File: config.mk
export PLATFORM = sky130hd
export DESIGN_NAME = bcd_ripple_counter
export DESIGN_NICKNAME = d
export VERILOG_FILES = /design/src/rtl/bcd_ripple_counter.sv
export SDC_FILE = /design/constraint.sdc
export NUM_CORES = 1
export LEC_CHECK = 0
export CAP_MARGIN = 25
export CORE_ASPECT_RATIO = 1.75
export CORE_MARGIN = 3
export CORE_UTILIZATION = 30
export CTS_CLUSTER_DIAMETER = 150
export DETAILED_ROUTE_END_ITERATION = 12
export MAX_ROUTING_LAYER = met4
export SLEW_MARGIN = 5
export SYNTH_ARGS = -nofsm -noshare
export SYNTH_HDL_FRONTEND = slang
export SYNTH_SLANG_ARGS = --single-unit
File: constraint.sdc
create_clock -name clk -period 1.7 [get_ports clk]
set_input_delay 0.255 -clock clk [delete_from_list [all_inputs] [get_ports clk]]
set_output_delay 0.255 -clock clk [all_outputs]
set_load 0.01 [all_outputs]
File: src/rtl/bcd_ripple_counter.sv
// Multi-digit BCD event counter: one-digit-per-clock carry ripple, deferred display latch.
// Define COUNTER_SATURATE_EN to stick at all-nines on MSD carry instead of wrapping.
module bcd_ripple_counter #(
   parameter int DIGITS    = 6,
   parameter int CNT_WIDTH = 4
) (
   input  logic                        clk,
   input  logic                        reset,
   input  logic                        inc_clk,
   input  logic                        ref_clk,
   input  logic [DIGITS-1:0]           digit_sel,
   input  logic                        clear,
   output logic [CNT_WIDTH*DIGITS-1:0] bcd_out,
   output logic                        busy,
   output logic                        overflow,
   output logic                        refresh_done,
   output logic                        inc_dropped
);

   if (CNT_WIDTH != 4 || DIGITS < 1 || DIGITS > 9) begin : g_bad_cfg
      $error("bcd_ripple_counter: CNT_WIDTH must be 4 and DIGITS 1..9");
   end

   typedef enum logic {IDLE, RIPPLE} state_t;

   state_t                             state;
   logic [DIGITS-1:0][CNT_WIDTH-1:0]   dig, dig_nxt;
   logic [DIGITS-1:0]                  pend, pend_nxt;
   logic [DIGITS:0]                    gen;
   logic                               carry_out;
   logic                               ref_pending;
   logic                               latch_q;
   logic                               do_latch;

   assign busy = (state == RIPPLE);

   // gen[i+1] is the carry produced by digit i this cycle; gen[DIGITS] leaves the MSD.
   always_comb begin
      dig_nxt = dig;
      gen     = '0;
      for (int i = 0; i < DIGITS; i++) begin
         if (pend[i]) begin
            if (dig[i] == CNT_WIDTH'(9)) begin
               dig_nxt[i] = '0;
               gen[i+1]   = 1'b1;
            end else begin
               dig_nxt[i] = dig[i] + CNT_WIDTH'(1);
            end
         end
      end
      carry_out = gen[DIGITS];
      pend_nxt  = gen[DIGITS-1:0];
`ifdef COUNTER_SATURATE_EN
      if (carry_out) begin
         for (int i = 0; i < DIGITS; i++) dig_nxt[i] = CNT_WIDTH'(9);
         pend_nxt = '0;
      end
`endif
   end

   // A refresh requested during a ripple waits here until the count settles.
   assign do_latch = (ref_clk | ref_pending) & (state == IDLE);

   always_ff @(posedge clk or posedge reset) begin
      if (reset) begin
         state        <= IDLE;
         dig          <= '0;
         pend         <= '0;
         bcd_out      <= '0;
         overflow     <= 1'b0;
         refresh_done <= 1'b0;
         inc_dropped  <= 1'b0;
         ref_pending  <= 1'b0;
         latch_q      <= 1'b0;
      end else begin
         refresh_done <= latch_q;
         latch_q      <= 1'b0;
         inc_dropped  <= 1'b0;
         if (clear) begin
            state       <= IDLE;
            dig         <= '0;
            pend        <= '0;
            overflow    <= 1'b0;
            ref_pending <= 1'b0;
         end else begin
            if (do_latch) begin
               bcd_out     <= dig;
               latch_q     <= 1'b1;
               ref_pending <= 1'b0;
            end else if (ref_clk) begin
               ref_pending <= 1'b1;
            end
            case (state)
               IDLE: begin
                  if (inc_clk && digit_sel != '0) begin
                     pend  <= digit_sel;
                     state <= RIPPLE;
                  end
               end
               RIPPLE: begin
                  dig         <= dig_nxt;
                  pend        <= pend_nxt;
                  inc_dropped <= inc_clk;
                  if (carry_out) overflow <= 1'b1;
                  if (pend_nxt == '0) state <= IDLE;
               end
            endcase
         end
      end
   end

   for (genvar gi = 0; gi < DIGITS; gi++) begin : g_bcd_chk
      a_bcd_legal: assert property (@(posedge clk) disable iff (reset) dig[gi] <= CNT_WIDTH'(9));
   end

endmodule
==> results of run 1 <==
-- flip-flops by register name, summed over array words and instances (netlist names) --
name	cells
bcd_out	24
busy	1
dig	24
inc_dropped	1
latch_q	1
overflow	1
pend	6
ref_pending	1
refresh_done	1
-- final cells by class --
cell class,instances,area (um2),area share
clock buffers,15,278,0.0749
clock inverters,1,5.00,0.00135
inverters,7,30.0,0.00810
multi-input cells,179,1220,0.330
flip-flops and latches,60,1500,0.405
well taps,120,150,0.0405
repair buffers,53,520,0.140
-- worst max-delay path: cells and delay by family (launching register included) --
kind / cells / cell delay [ps]
fa+ha+maj: 1 / 180
compound gates: 2 / 390
simple gates: 2 / 420
buf+inv: 1 / 60
flops: 1 / 410
-- metrics by stage --
stage | hold slack (ps) | setup WS (ps) | instance area (um2) | cells
after floorplan | 331 | 240 | 2840 | 260
after global placement | 333 | -64.8 | 3420 | 419
after detailed placement | 339 | -67.2 | 3420 | 419
after CTS | 238 | 26.7 | 3710 | 435
after global routing | 256 | 80.6 | 3710 | 435
final | 233 | 129 | 3710 | 435
-- power groups by stage --
stage / logic (uW) / registers, uW / clock network, uW
after floorplan: 156 / 1530 / 0
after global placement: 278 / 1520 / 0
final: 275 / 1500 / 1680
after global routing: 306 / 1500 / 1800
after detailed placement: 284 / 1520 / 0
after CTS: 284 / 1500 / 1750
-- layer usage --
layer,up-vias,wire length [um]
met4,0,159
met3,16,221
met1,1027,2510
li1,1018,-
met2,44,2880
met5,-,0
-- cell usage after synthesis, types with 4 or more instances --
master,instances,share of area
dfrtp_1,60,0.53
mux2_2,24,0.095
nor2_1,24,0.032
a21oi_1,23,0.041
nor3_1,19,0.034
nand3_1,16,0.028
ha_1,12,0.053
nand2_1,8,0.011
o21ai_0,8,0.014
and3b_1,7,0.022
inv_1,7,0.0093
clkbuf_1,6,0.0079
nand2b_1,5,0.011
nor2b_1,5,0.011
or3_1,5,0.011
buf_6,4,0.016
nor2_2,4,0.0088
-- layout by cell type, fill, tap and decap left out, types with 2 or more instances in the layout --
cell type	synthesis	routed
buf_4	0	13
clkbuf_8	0	3
nor3_1	19	19
mux2_2	24	24
nor2_1	24	24
nand3_1	16	16
nand2_1	8	8
buf_12	0	2
inv_1	7	6
nand2b_1	5	5
or3_1	5	5
nor2_2	4	4
nor2b_1	5	5
clkbuf_16	0	9
and3b_1	7	7
and2_1	2	2
a311oi_2	2	2
o21ai_0	8	8
ha_1	12	12
clkdlybuf4s50_1	0	37
a21oi_1	23	23
a22oi_1	3	3
dfrtp_1	60	60
clkbuf_1	6	3
a311oi_1	3	3
-- worst min path at each step --
| stage | start | endpoint | slack, ps | cells after the start |
|---|---|---|---|---|
| after detailed placement | latch_q | refresh_done | 340 | 0 |
| after global routing | reset | refresh_done | 260 | 2 |
| after global placement | latch_q | refresh_done | 330 | 0 |
| final | reset | bcd_out[5] | 230 | 2 |
| after floorplan | latch_q | refresh_done | 330 | 0 |
| after CTS | reset | bcd_out[5] | 240 | 2 |
-- kinds of logic (layout without fill, tap and decap cells) --
kind of cell,Yosys count,after routing
AND/OR/NAND/NOR,100,100
flip-flops,60,60
AO/OA/AOI/OAI,42,42
multiplexers,25,25
buffers and inverters,21,76
adder cells (fa/ha/maj),12,12
-- timing repair --
action | in CTS | in global routing
hold buffers | 0 | 0
hold endpoints to repair | 0 | 0
gates resized for setup | 0 | 1
setup endpoints to repair | 0 | 1
==> reports/qor.csv, run 1 <==
metric,value,unit
CTS tree,done,
grt total ovfl,0,
CP Max Fanout,5,
worst vdd ir,0.681,mV
clock buffer depth,2,
Post-Route WL,5770,um
vias per inst,4.84,
DRC viols,0,
Internal,2700,uW
Post-CTS Setup Bufs,0,
"Arr. time, crit path",1790,ps
Synth Area in Compound Gates,0.0908,
Clock Root Buffer,clkbuf_16,
core area,0.00915,mm2
most common flop cell mapped by yosys,dfrtp_1,
Total Power,3460,uW
crit path capture,busy,
critical path class,reg2reg,
Adder-Cell Fraction of Synth Area,0.0529,
Post-synth EDFFs,0,
IO buf count,38,
M1 GR Usage,0.145,
largest family of logic cells by synthesized area,simple AND/OR/NAND/NOR gates,
worst path cell trace,"inv_1, ha_1, and3b_1, a22oi_1, a41oi_1, and2_1",
status,"finished, final reports clean",
Final Hold Viols,0,
# IOs,39,
Sw Share,0.220,
Detailed Routing Iterations Pass 1,4,
critical path endpoint category,flip-flop,
# fillers,893,
Initial Util,0.310,
Die Y,135,um
"Warnings, synthesis",0,
Syn Std Cell Area,0.00284,mm2
actual slew at the worst max-slew pin,549,ps
Initial DRC Count,131,
Mapped Nets,283,
grt peak-use layer,met2,
post-synth cell types,32,
Fmax,636,MHz
Pins Over Slew Limit,0,
Slew headroom,0.634,
clk_lat worst skew,320,ps
FP Rows,46,
Worst path max stage delay,410,ps
Setup crit start kind,flip-flop,
power density over the cells,933,mW/mm2
clk sinks,60,
Worst R2R Setup Slack,130,ps
Reg2Reg Depth,6,
die width,79.5,um
die footprint,0.0107,mm2
setup TNS,0,ps
Global Route met2 Usage,0.187,
clock slew at reported path FFs,50,ps
Reg power frac,0.434,
first-pass GRT wire length,9940,um
WP data required,1920,ps
Mean Syn Cell Area,10.9,um2
antenna cells,0,
Synth async-reset ratio,1.00,
Vias,2105,
largest net degree at the start of global routing,35,
CTS Buf Count,9,
mux cell area share after synthesis,0.0988,
Total GRT Usage,0.123,
crit path time final,1570,ps
layout cells sized above 1,0.197,
Layout Nets,333,
FF-to-FF End,busy,
Simple-Gate Fraction of Synth Area,0.189,
fin crit share,0.924,
antenna-violating nets left,0,
Psw,761,uW
# setup viols final,0,
RR Startpoint,dig[5],
vias in the first global route,2095,
RSZ-0062 raised after global routing,false,
combinational power share,0.080,
Max-Cap Viols,0,
GPL Wtd Cong,0.810,
Hold WC Path Type,in2async,
slowest CP cell,dfrtp_1,
Max Clock Skew,7.13,ps
Seq cells post-synth,60,
average wire per standard cell,13.3,um
sequential share of the synthesized area,0.529,
crit path launch,dig[5],
LEAKAGE,0.00166,uW
clock share of power,0.487,
post-DP HPWL,4100,um
synthesis-to-finish area growth,30.7,%
initial antenna violation count,0,
# H-tree levels,3,
fin util,0.405,
post-synthesis xor/xnor area fraction,0,
cells after synthesis,260,
grt met3 use,0.0327,
Power figures use the tool's default switching activity.
==> run 2, diff against run 1 <==
Settings changed: CORE_MARGIN 3 to 2.
==> run 2 against run 1 <==
First-iteration DRC count is 15% lower. Fmax is 0.85% lower. Count of clock-buffer cells in the layout is 3 lower. Sequential share of layout area fell by 0.61 points. Cell count down 0.69%. Worst hold slack gained 120 ps. Via count fell by 0.95%. Largest power group unchanged. Utilization fell by 0.22 points. Largest cell class unchanged. Routed wire length increased by 0.28%. Clock skew about the same.
==> reports/qor.csv, run 2 (synthesized netlist as in run 1, its figures left out) <==
metric,value,unit
post-DP HPWL,3950,um
CTS tree,done,
Detailed Routing Iterations Pass 1,4,
crit path time final,1580,ps
GPL Wtd Cong,0.745,
clock slew at reported path FFs,50,ps
Initial DRC Count,111,
Die Y,133,um
Post-Route WL,5790,um
vias in the first global route,2031,
layout cells sized above 1,0.194,
LEAKAGE,0.00168,uW
Max Clock Skew,7.35,ps
DRC viols,0,
antenna-violating nets left,0,
actual slew at the worst max-slew pin,573,ps
Slew headroom,0.618,
initial antenna violation count,0,
Vias,2085,
post-route cell area,0.00377,mm2
# IOs,39,
cts hold-fix bufs,0,
IO buf count,38,
crit path launch,dig[4],
Final Hold Viols,0,
clk_lat worst skew,330,ps
CTS Buf Count,9,
Worst R2R Setup Slack,120,ps
critical path endpoint category,flip-flop,
FF-to-FF End,busy,
Layout Nets,328,
worst vdd ir,0.480,mV
WHS Path Cells,0,
status,"finished, final reports clean",
critical path class,reg2reg,
# setup viols final,0,
WHS,353,ps
Total GRT Usage,0.126,
Pins Over Slew Limit,0,
die footprint,0.0103,mm2
WP data required,1910,ps
vias per inst,4.83,
RR Startpoint,dig[4],
grt total ovfl,0,
core area,0.00935,mm2
clock buffer depth,2,
synthesis-to-finish area growth,32.8,%
setup TNS,0,ps
"most common cell after layout, fill and taps aside",dfrtp_1,
crit path capture,busy,
Total Power,3900,uW
"Arr. time, crit path",1800,ps
placed inst area,0.00341,mm2
leading registers by flop count,"bcd_out (24), dig (24), pend (6)",
Setup crit start kind,flip-flop,
fin crit share,0.932,
clk sinks,60,
Hold WC Path Type,reg2reg,
die width,77.5,um
antenna cells,0,
Initial Util,0.303,
most frequent cells in the layout,"59 x dfrtp_1, 37 x clkdlybuf4s50_1, 24 x nor2_1, 24 x mux2_2, 23 x a21oi_1",
Fmax,631,MHz
# H-tree levels,3,
FP Rows,47,
RSZ-0062 raised after global routing,false,
Max-Cap Viols,0,
Reg2Reg Depth,5,
average wire per standard cell,13.4,um
largest net degree at the start of global routing,61,
first-pass GRT wire length,9850,um
Clock Root Buffer,clkbuf_16,
CP Max Fanout,6,
power density over the cells,1040,mW/mm2
run 2: cell count changes in the layout (fill, tap and decap cells not counted), sizes merged:
| cell | previous run | this run |
|---|---|---|
| buf | 15 | 10 |
| bufinv | 0 | 3 |
| clkbuf | 15 | 12 |
run 2: timing repair:
action                     CTS  global route
setup endpoints to repair    1             1
buffers inserted             0             1
resized for setup            1             1
run 2: through the flow:
stage | util | instances | setup slack, ps
2_1_floorplan | - | 260 | 240
3_3_place_gp | 0.364 | 415 | -99.3
3_5_place_dp | 0.364 | 415 | -122
4_1_cts | 0.402 | 431 | 8.58
5_1_grt | 0.403 | 432 | 2.15
6_report | 0.403 | 432 | 115
run 2: worst max-delay path: stages (launching register included):
cell	delay [ps]
dfrtp_1	440
ha_1	240
and3b_1	250
a22oi_1	230
a41oi_1	130
and2_1	190
run 2: worst min path at each step:
| stage | start | endpoint |
|---|---|---|
| after floorplan | latch_q | refresh_done |
| after global placement | latch_q | refresh_done |
| after detailed placement | latch_q | refresh_done |
| after CTS | latch_q | refresh_done |
| after global routing | latch_q | refresh_done |
| final | latch_q | refresh_done |
run 2: cell type report:
type,instances,area (um2)
Multi-Input combinational cell,179,1220
Clock inverter,4,95.1
Clock buffer,12,256
Fill cell,887,5580
Tap cell,122,153
Inverter,7,30.0
Timing Repair Buffer,48,508
Sequential cell,60,1500
run 2: layer usage:
layer	up-vias	wire length [um]	track usage
met5	-	0	-
met4	0	99	0.0635
met3	7	193	0.0348
met2	37	3170	0.209
met1	1030	2330	0.138
li1	1011	-	-
run 2: power by group:
part | total (uW) | switching (uW) | internal, uW
registers | 1500 | 38.4 | 1470
clock network | 2120 | 614 | 1510
logic | 275 | 143 | 131
total | 3900 | 796 | 3110
==> run 3, diff against run 2 <==
Settings changed: CORE_MARGIN 2 to 5, PLACE_DENSITY from default to 0.49.
==> run 3 against run 2 <==
Clock skew is 1.9 ps lower. Critical path type is now reg2out. Largest power group unchanged. Largest cell class unchanged. Critical endpoint is now busy. Non-clock buffer count is 6 higher. Sequential share of layout area is 0.53 points higher.
==> reports/qor.csv, run 3 (synthesized netlist as in run 1, its figures left out) <==
metric,value,unit
synthesis-to-finish area growth,31.0,%
Total GRT Usage,0.116,
Vias,2114,
most frequent cells in the layout,"60 x dfrtp_1, 38 x clkdlybuf4s50_1, 24 x nor2_1, 24 x mux2_2, 23 x a21oi_1",
critical path endpoint category,output pin,
FP Rows,47,
vias per inst,4.84,
die footprint,0.0116,mm2
crit path time final,1620,ps
WL met3,223,um
Fmax,616,MHz
Detailed Routing Iterations Pass 1,5,
status,"finished, final reports clean",
worst vdd ir,0.487,mV
largest net degree at the start of global routing,35,
Post-CTS Setup Bufs,0,
Non-Filler Instances,437,
Post-Route WL,5970,um
Initial Util,0.303,
clock slew at reported path FFs,50,ps
Total Power,3420,uW
GPL Wtd Cong,0.753,
layout cells sized above 1,0.200,
RR Startpoint,dig[1],
# setup viols final,0,
core area,0.00935,mm2
clk sinks,60,
RSZ-0062 raised after global routing,false,
grt total ovfl,0,
Hold WC Path Type,in2async,
first-pass GRT wire length,10400,um
# H-tree levels,3,
power density over the cells,921,mW/mm2
post-DP HPWL,4260,um
Metal-1 WL,2490,um
pre-CTS WS,-120,ps
clk_lat worst skew,330,ps
initial antenna violation count,0,
clock buffer depth,2,
average wire per standard cell,13.7,um
met2 WL,3070,um
CTS tree,done,
fin util,0.397,
Initial DRC Count,106,
antenna cells,0,
crit path launch,busy,
fin crit share,0.955,
Max Clock Skew,5.47,ps
Max-Cap Viols,0,
cts hold-fix bufs,0,
DRC viols,0,
# IOs,39,
Die Y,139,um
Setup crit start kind,flip-flop,
IO buf count,38,
"Arr. time, crit path",1370,ps
critical path class,reg2out,
max layer used,met4,
CP Max Fanout,7,
Inst Count DP,422,
actual slew at the worst max-slew pin,609,ps
PostCTS Resize Cnt,0,
setup TNS,0,ps
CTS Buf Count,9,
WP data required,1440,ps
die width,83.5,um
Worst path max stage delay,550,ps
Clock Root Buffer,clkbuf_16,
slowest CP cell,clkdlybuf4s50_1,
# fillers,911,
vias in the first global route,2182,
antenna-violating nets left,0,
"most common cell after layout, fill and taps aside",dfrtp_1,
worst path cell trace,"buf_4, clkdlybuf4s50_1",
Layout Nets,334,
Final WS setup,76.7,ps
Pins Over Slew Limit,0,
LEAKAGE,0.00166,uW
Final Hold Viols,0,
leading registers by flop count,"bcd_out (24), dig (24), pend (6)",
Slew headroom,0.594,
==> run 3: power by group <==
part | internal [uW] | switching, uW | total (uW)
combinational | 133 | 147 | 280
clock | 1050 | 593 | 1640
sequential | 1470 | 32.6 | 1500
total | 2650 | 773 | 3420
==> run 3: per-layer routing <==
layer | global-route usage | vias to the layer above
met4 | 0.0814 | 0
li1 | - | 1026
met1 | 0.123 | 1032
met3 | 0.0220 | 12
met2 | 0.193 | 44
met5 | - | -
==> run 3: cell type report <==
type | count | area [um2] | share of cell area
sequential | 60 | 1500 | 0.404
clock inverter | 2 | 10.0 | 0.00269
clock buffer | 13 | 260 | 0.0700
multi-input combinational | 179 | 1220 | 0.329
timing repair buffer | 54 | 538 | 0.145
tap | 122 | 153 | 0.0411
inverter | 7 | 30.0 | 0.00808
==> run 3: worst paths after layout <==
path                                      to  cells past startpoint  slack [ps]
min in group clk                refresh_done                      0         350
worst min register to register  refresh_done                      0         350
max in group asynchronous            dig[16]                      3        1000
worst min-delay path                 dig[11]                      2         270
worst max-delay path                    busy                      2          80
worst max register to register          busy                      6         120
==> run 3: stage by stage <==
| stage | hold WS [ps] | instance area, um2 |
|---|---|---|
| 6_report | 268 | 3720 |
| 5_1_grt | 288 | 3720 |
| 4_1_cts | 264 | 3720 |
| 3_5_place_dp | 344 | 3450 |
| 3_3_place_gp | 336 | 3450 |
| 2_1_floorplan | 331 | 2840 |
==> run 3: worst max-delay path: cells and delay by family (launching register included) <==
kind                   cells  cell delay, ps
DFF                        1             340
buffers and inverters      2             700
